--- config.mk ---
export PLATFORM = sky130hd
export DESIGN_NAME = ad_regs_mc
export DESIGN_NICKNAME = d
export VERILOG_FILES = /design/src/rtl/ad_regs_mc.sv
export SDC_FILE = /design/constraint.sdc
export NUM_CORES = 1
export LEC_CHECK = 0
export CAP_MARGIN = 10
export CORE_MARGIN = 3
export CORE_UTILIZATION = 50
export CTS_BUF_LIST = sky130_fd_sc_hd__clkbuf_16
export DETAILED_ROUTE_END_ITERATION = 7
export MAX_ROUTING_LAYER = met4
export PLACE_DENSITY = 0.87
export SYNTH_ARGS = -nofsm -noshare
export SYNTH_HDL_FRONTEND = slang
export SYNTH_SLANG_ARGS = --single-unit
--- constraint.sdc ---
create_clock -name clk_sys -period 2.48 [get_ports clk_sys]
set_input_delay 0.248 -clock clk_sys [delete_from_list [all_inputs] [get_ports clk_sys]]
set_output_delay 0.248 -clock clk_sys [all_outputs]
set_load 0.005 [all_outputs]
--- src/rtl/ad_regs_mc.sv ---
// Multi-channel AD register bank on the fx bus: config registers, tear-free status capture,
// sticky flags, sample counters, masked irq. Define AD_REGS_MC_DBG_EN for scratch regs 0x80..0x87.
module ad_regs_mc #(
  parameter int unsigned NCH     = 2,
  parameter logic [7:0]  AVE_RST = 8'h02,
  parameter logic [7:0]  VERSION = 8'h02
) (
  input  logic              clk_sys,
  input  logic              rst_n,
  input  logic [5:0]        dev_id,
  input  logic              fx_wr,
  input  logic [21:0]       fx_waddr,
  input  logic [7:0]        fx_data,
  input  logic              fx_rd,
  input  logic [21:0]       fx_raddr,
  output logic [7:0]        fx_q,
  input  logic [16*NCH-1:0] stu_data,
  input  logic [NCH-1:0]    stu_vld,
  output logic [7:0]        cfg_ave,
  output logic [NCH-1:0]    cfg_en,
  output logic              irq
);

  logic                  now_wr, now_rd;
  logic [15:0]           waddr, raddr;
  logic [7:0]            rdata;

  logic [7:0]            fx_q_q, fx_q_d;
  logic                  irq_q, irq_d;
  logic [7:0]            cfg_ave_q, cfg_ave_d;
  logic [NCH-1:0]        cfg_en_q, cfg_en_d;
  logic [NCH-1:0]        mask_q, mask_d;
  logic [NCH-1:0][15:0]  hold_q, hold_d;
  logic [NCH-1:0][7:0]   shadow_q, shadow_d;
  logic [NCH-1:0][7:0]   cnt_q, cnt_d;
  logic [NCH-1:0]        new_q, new_d;
  logic [NCH-1:0]        ovr_q, ovr_d;
`ifdef AD_REGS_MC_DBG_EN
  logic [7:0][7:0]       dbg_q, dbg_d;
`endif

  assign now_wr  = fx_wr && (fx_waddr[21:16] == dev_id);
  assign now_rd  = fx_rd && (fx_raddr[21:16] == dev_id);
  assign waddr   = fx_waddr[15:0];
  assign raddr   = fx_raddr[15:0];
  assign fx_q    = fx_q_q;
  assign irq     = irq_q;
  assign cfg_ave = cfg_ave_q;
  assign cfg_en  = cfg_en_q;

  always_comb begin
    rdata = 8'h55;
    case (raddr)
      16'h0000: rdata = {2'b00, dev_id};
      16'h0001: rdata = 8'(NCH);
      16'h0002: rdata = VERSION;
      16'h0020: rdata = cfg_ave_q;
      16'h0021: rdata = 8'(cfg_en_q);
      16'h0022: rdata = 8'(mask_q);
      16'h0030: rdata = 8'(new_q);
      16'h0031: rdata = 8'(ovr_q);
      default: ;
    endcase
    for (int n = 0; n < NCH; n++) begin
      if (raddr == 16'(16'h0010 + 2 * n)) rdata = hold_q[n][7:0];
      if (raddr == 16'(16'h0011 + 2 * n)) rdata = shadow_q[n];
      if (raddr == 16'(16'h0040 + n))     rdata = cnt_q[n];
    end
`ifdef AD_REGS_MC_DBG_EN
    if (raddr[15:3] == 13'h0010) rdata = dbg_q[raddr[2:0]];
`endif
  end

  always_comb begin
    cfg_ave_d = cfg_ave_q;
    cfg_en_d  = cfg_en_q;
    mask_d    = mask_q;
    hold_d    = hold_q;
    shadow_d  = shadow_q;
    cnt_d     = cnt_q;
    new_d     = new_q;
    ovr_d     = ovr_q;
`ifdef AD_REGS_MC_DBG_EN
    dbg_d     = dbg_q;
    if (now_wr && waddr[15:3] == 13'h0010) dbg_d[waddr[2:0]] = fx_data;
`endif
    if (now_wr) begin
      case (waddr)
        16'h0020: cfg_ave_d = fx_data;
        16'h0021: cfg_en_d  = fx_data[NCH-1:0];
        16'h0022: mask_d    = fx_data[NCH-1:0];
        16'h0030: new_d     = new_q & ~fx_data[NCH-1:0];
        16'h0031: ovr_d     = ovr_q & ~fx_data[NCH-1:0];
        default: ;
      endcase
    end
    // Clears are applied before captures so a coincident capture wins.
    for (int n = 0; n < NCH; n++) begin
      if (now_rd && raddr == 16'(16'h0010 + 2 * n)) begin
        shadow_d[n] = hold_q[n][15:8];
        new_d[n]    = 1'b0;
      end
      if (stu_vld[n] && cfg_en_q[n]) begin
        hold_d[n] = stu_data[16*n +: 16];
        cnt_d[n]  = cnt_q[n] + 8'd1;
        new_d[n]  = 1'b1;
        if (new_q[n]) ovr_d[n] = 1'b1;
      end
    end
    fx_q_d = now_rd ? rdata : 8'h00;
    irq_d  = (|(new_q & mask_q)) | (|ovr_q);
  end

  always_ff @(posedge clk_sys or negedge rst_n) begin
    if (!rst_n) begin
      fx_q_q    <= 8'h00;
      irq_q     <= 1'b0;
      cfg_ave_q <= AVE_RST;
      cfg_en_q  <= '1;
      mask_q    <= '0;
      hold_q    <= '0;
      shadow_q  <= '0;
      cnt_q     <= '0;
      new_q     <= '0;
      ovr_q     <= '0;
`ifdef AD_REGS_MC_DBG_EN
      for (int i = 0; i < 8; i++) dbg_q[i] <= 8'h80 + 8'(i);
`endif
    end else begin
      fx_q_q    <= fx_q_d;
      irq_q     <= irq_d;
      cfg_ave_q <= cfg_ave_d;
      cfg_en_q  <= cfg_en_d;
      mask_q    <= mask_d;
      hold_q    <= hold_d;
      shadow_q  <= shadow_d;
      cnt_q     <= cnt_d;
      new_q     <= new_d;
      ovr_q     <= ovr_d;
`ifdef AD_REGS_MC_DBG_EN
      dbg_q     <= dbg_d;
`endif
    end
  end

endmodule

==> qor.txt, run 1 <==
status - completed
Final Hold Fails - 0
P&R area growth vs syn - 39.68%
most frequent cells after synthesis - 86 x dfrtp_1, 80 x nand2_1, 26 x mux2_2
Seq/Total Area, Yosys - 49.20%
starting density of the core - 51.74%
H-Tree Depth - 3
vias per cell - 5.873
Core Area - 0.008763 sq mm
vias in the first global route - 3941
crit start category - input pin
synthesized netlist cell count - 425
Detail Placement HPWL - 10490 um
CP endpoint kind - register
synth top area cells - dfrtp_1 47%, nand2_1 6.6%, mux2_2 6.5%
CTS Buf Count - 9
Remaining Overflow, GRT - 0
worst slew pin tran - 0.6331 ns
die area - 0.01025 sq mm
ANT cells - 0
TritonRoute pass-1 iters - 5
Reg clk slew, reported paths - 0.07 ns
Post-DRT Antenna Nets - 0
# nets final - 670
Routed WL per cell - 19.65 um
Slew Limit Fails - 0
share of cells above drive strength 1 - 16.29%
Async S/R FF share, synth - 100.0%
maximum root-to-sink buffer count - 2
Pwr per Cell Area - 481.5 mW/mm^2
Final Routed Wirelength - 13460 um
Die X-Extent - 101.2 um
WP data required - 2.70 ns
Crit Path Class - input pin to register
achievable clock frequency - 477.5 MHz
global placement routability congestion - 0.9850
P_leak - 0.002794 uW
dominant cell by count in the synthesized netlist - dfrtp_1
Final Cycle Share - 84.45%
Synthesized Nets - 523
first-pass GRT wire length - 20840 um
Slew HR - 57.69%
area leader, netlist - dfrtp_1
worst skew pair latency - 0.34 ns
Die H - 101.2 um
number of synthesized flops with an enable pin - 0
vias post-DR - 4023
Tmin final - 2.094 ns
DR iter-0 viols - 352
clk sink count - 89
synthesized area - 0.004534 sq mm
WP data arrival - 2.31 ns
post-route setup slack - 0.3856 ns
unrepaired setup endpoints after global routing - false
Max FO, Critical Path - 9
Setup WS pre-CTS - 0.06031 ns
clock root buffer - clkbuf_16
setup_tns - 0 ns
Yosys reg bits - 89
Synth top area share - 47.46%
Core Rows - 34
Netlist cell types - 59
largest net degree at the start of global routing - 52
CTS tree - built
Resize count post-CTS - 0
Max VDD drop - 0.4122 mV
# IOs - 115
syn_area_per_cell - 10.67 sq um
antenna violations before repair - 0
total track usage - 27.26%
yosys warns - 0
hold crit path type - input pin to async pin
final setup fails - 0
Buffers on Ports - 114
Final Skew - 0.007963 ns
Remaining DRCs - 0
max cap viols - 0
Main synth FF type - dfrtp_1
## metrics by stage
stage	area (sq um)	hold WS [ns]	power (uW)	util, %	instances
final	6334	0.4329	3050	72.27	685
after global routing	6334	0.4532	3146	72.27	685
after CTS	6334	0.4436	3053	72.27	685
after detailed placement	6041	0.2566	1795	68.93	668
after global placement	6041	0.2509	1791	68.93	668
after floorplan	4534	-0.04759	1551	-	425
## registers in the layout, indices dropped and copies added, names as in the netlist
name,count
fx_q,8
irq,1
cnt_q,16
new_q,2
mask_q,2
shadow_q,16
cfg_en,2
hold_q,32
ovr_q,2
cfg_ave,8
## logic make-up (layout without fill, tap and decap cells)
family | after synthesis | count (layout) | synth area share [%]
and+or+nand+nor | 184 | 184 | 22.38
AOI/OAI and AO/OA | 59 | 59 | 9.410
muxes | 49 | 49 | 12.06
DFF | 89 | 89 | 49.20
buffers and inverters | 16 | 168 | 1.380
xor gates and xnor gates | 26 | 26 | 5.022
adders and majority gates | 2 | 2 | 0.5518
## where the power goes
group / internal (uW) / switching (uW) / leakage (uW)
Clock: 687 / 591 / 0.000136
Sequential: 1450 / 0.363 / 0.00122
Combinational: 188 / 131 / 0.00144
## layout make-up
class	count	area, sq um
fillers	645	2430
multi-input cells	320	2241
flip-flops and latches	89	2231
repair buffers	150	1436
clock buffers	9	225.2
well taps	108	135.1
clock inverters	7	57.56
inverters	2	7.507
## path summary, 6_finish.rpt
path                                    from      endpoint  slack, ns  cells after the start
worst max-delay path             fx_raddr[1]  shadow_q[13]       0.39                      6
worst min-delay path                   rst_n    hold_q[28]       0.43                      2
worst max register to register     cfg_en[1]     cnt_q[14]       0.75                      5
worst min register to register    hold_q[15]    hold_q[15]       0.48                      2
max in group asynchronous              rst_n     hold_q[7]       1.40                      3
min in group clk_sys            stu_data[15]    hold_q[15]       0.44                      3
## layer usage
layer	global-route usage (%)	share of wire, %	wire, um	vias to the layer above
met2	42.35	47	6332	192
met5	-	0	0	-
li1	-	-	-	1863
met3	4.339	8.5	1142	22
met1	36.96	42	5711	1946
met4	8.384	2.0	270	0
## worst max-delay path, stage by stage
cell and delay, ns:
clkdlybuf4s50_1 0.58, buf_4 0.21, nor4b_1 0.34, nand4_1 0.24, nor2_4 0.32, mux2_2 0.38
## placed cells by master, fill, tap and decap left out, drive strengths merged, types with 5 or more instances in the layout
| cell | instances |
|---|---|
| clkbuf | 9 |
| nor4 | 9 |
| mux2 | 45 |
| xnor2 | 15 |
| a22oi | 7 |
| clkdlybuf4s50 | 113 |
| nor3 | 12 |
| nand3 | 15 |
| dfrtp | 86 |
| buf | 36 |
| o221ai | 7 |
| nor2 | 22 |
| a21oi | 7 |
| o21ai | 10 |
| or4 | 5 |
| nor4b | 6 |
| nand2 | 80 |
| nand4 | 13 |
| xor2 | 11 |
## what timing repair did
action,in CTS,in global routing
hold buffers,1,0
endpoints found under the hold margin,35,0
setup buffers,0,0
Power figures use the tool's default switching activity.
==> run 2: changes to the inputs <==
- CORE_UTILIZATION: 50 -> 49
- PLACE_DENSITY: 0.87 -> 0.86
- clock period: 2.48 -> 2 ns (I/O delays scaled with it)
==> qor.txt, run 2 (synthesized netlist as in run 1, its figures left out) <==
global placement routability congestion - 1.043 (+5.9%)
Die H - 102.2 um (+0.95%)
worst skew pair latency - 0.34 ns (about the same)
final setup fails - 8 (+8)
TritonRoute pass-1 iters - 5 (unchanged)
antenna violations before repair - 0 (unchanged)
Slew HR - 55.32% (-2.4 points)
status - finished with violations
Core Rows - 34 (unchanged)
Setup WS pre-CTS - -0.4791 ns (-0.5394 ns)
Final Hold Fails - 0 (unchanged)
Remaining Overflow, GRT - 0 (unchanged)
most frequent cells in the layout - 104 x clkdlybuf4s50_1, 86 x dfrtp_1, 78 x nand2_1
post-route setup slack - -0.05351 ns (-0.4391 ns)
Die X-Extent - 102.2 um (+0.95%)
Top reg by flops - hold_q
Max VDD drop - 0.4017 mV (-2.5%)
largest net degree at the start of global routing - 58 (+12%)
placed inst area - 0.006361 sq mm (+5.3%)
P&R area growth vs syn - 51.52%
Post-DRT Antenna Nets - 0 (unchanged)
CP endpoint kind - register
DR iter-0 viols - 332 (-5.7%)
Routed WL per cell - 20.83 um (+6.1%)
Remaining DRCs - 0 (unchanged)
vias post-DR - 4290 (+6.6%)
failing checks - negative setup slack
share of cells above drive strength 1 - 25.04% (+8.7 points)
H-Tree Depth - 3 (unchanged)
WP data arrival - 2.27 ns (-0.04 ns)
hold crit path type - input pin to async pin
Reg clk slew, reported paths - 0.07 ns (about the same)
total power draw - 3978 uW (+30%)
final instance area - 0.006870 sq mm (+8.5%)
vias per cell - 5.869 (about the same)
P_leak - 0.003147 uW (+13%)
clk sink count - 89 (unchanged)
Tmin final - 2.054 ns
unrepaired setup endpoints after global routing - true
max reg flops - 32 (unchanged)
die area - 0.01044 sq mm (+1.9%)
Final Cycle Share - 102.7%
total track usage - 30.56% (+3.3 points)
starting density of the core - 51.24% (-0.50 points)
Buffers on Ports - 114 (unchanged)
clock root buffer - clkbuf_16
Slew Limit Fails - 0 (unchanged)
Final Skew - 0.009484 ns (+0.001521 ns)
top flop regs - hold_q: 32 flops, cnt_q: 16 flops, shadow_q: 16 flops
commonest non-fill, non-tap cell in the layout - clkdlybuf4s50_1
CTS Buf Count - 9 (unchanged)
maximum root-to-sink buffer count - 2 (unchanged)
ANT cells - 0 (unchanged)
Detail Placement HPWL - 11540 um (+10%)
Core Area - 0.008848 sq mm (+0.97%)
first-pass GRT wire length - 23400 um (+12%)
achievable clock frequency - 487.0 MHz
Final Routed Wirelength - 15230 um (+13%)
final hold slack - 0.3585 ns (-0.07441 ns)
max cap viols - 0 (unchanged)
# nets final - 716 (+6.9%)
crit start category - input pin
CTS tree - built
worst slew pin tran - 0.6640 ns (+0.03098 ns)
WP data required - 2.22 ns (-0.48 ns)
Max FO, Critical Path - 8 (-1)
vias in the first global route - 4481 (+14%)
Pwr per Cell Area - 578.9 mW/mm^2 (+20%)
# IOs - 115 (unchanged)
Crit Path Class - input pin to register
## run 2: cell types whose count changed in the layout (fill, tap and decap cells not counted), moves of 3 or more
cell / change
clkdlybuf4s50_1: -9
buf_6: +3
buf_4: +41
dlymetal6s2s_1: +9
## run 2: metrics by stage
stage	TNS (ns)	util (%)	std cells
6_report	-0.3413	77.64	731
5_1_grt	-0.9021	77.64	731
4_1_cts	0	75.76	727
3_5_place_dp	-12.33	71.89	709
3_3_place_gp	-10.74	71.89	709
2_1_floorplan	0	-	425
## run 2: critical path, cell delays in order
cell	delay [ns]
clkdlybuf4s50_1	0.64
xor2_1	0.18
nor3_2	0.29
nand2_2	0.17
nor3_4	0.31
buf_12	0.17
mux2_1	0.32
## run 2: path summary, 6_finish.rpt
path                             start           to  slack [ns]  depth (start not counted)
hold / removal                   rst_n   hold_q[26]        0.36                          2
hold reg to reg             hold_q[12]   hold_q[12]        0.47                          2
setup / recovery             dev_id[4]  shadow_q[4]       -0.05                          7
min in group clk_sys       stu_data[6]    hold_q[6]        0.38                          3
max in group asynchronous        rst_n   hold_q[14]        0.99                          3
setup reg to reg             cfg_en[1]   hold_q[16]        0.41                          3
## run 2: cell type report
class / count / area, sq um
Multi-Input combinational cell: 320 / 2355
Fill cell: 573 / 1978
Clock inverter: 7 / 76.32
Tap cell: 108 / 135.1
Clock buffer: 9 / 225.2
Sequential cell: 89 / 2231
Timing Repair Buffer: 196 / 1841
Inverter: 2 / 7.507
## run 2: what timing repair did
action                     4_1_cts  5_1_grt
hold buffers                     1        0
resized for setup                6       28
hold endpoints to repair        29        0
pin swaps                        1        8
setup endpoints to repair       22       32
buffers inserted                 1        4
## run 2: power breakdown
group          internal (uW)  switching [uW]  total [uW]  leakage, uW
clock network            978             736        1710     0.000144
logic                    271             193         463      0.00178
registers               1800           0.497        1800      0.00122
total                   3050             929        3980      0.00315
## run 2: routing by layer
| metal | track usage, % | vias up | part of all wire [%] |
|---|---|---|---|
| met2 | 50.47 | 163 | 51 |
| met3 | 6.075 | 32 | 4.9 |
| met5 | - | - | 0 |
| met1 | 37.94 | 2134 | 42 |
| met4 | 9.586 | 0 | 2.0 |
| li1 | - | 1961 | - |
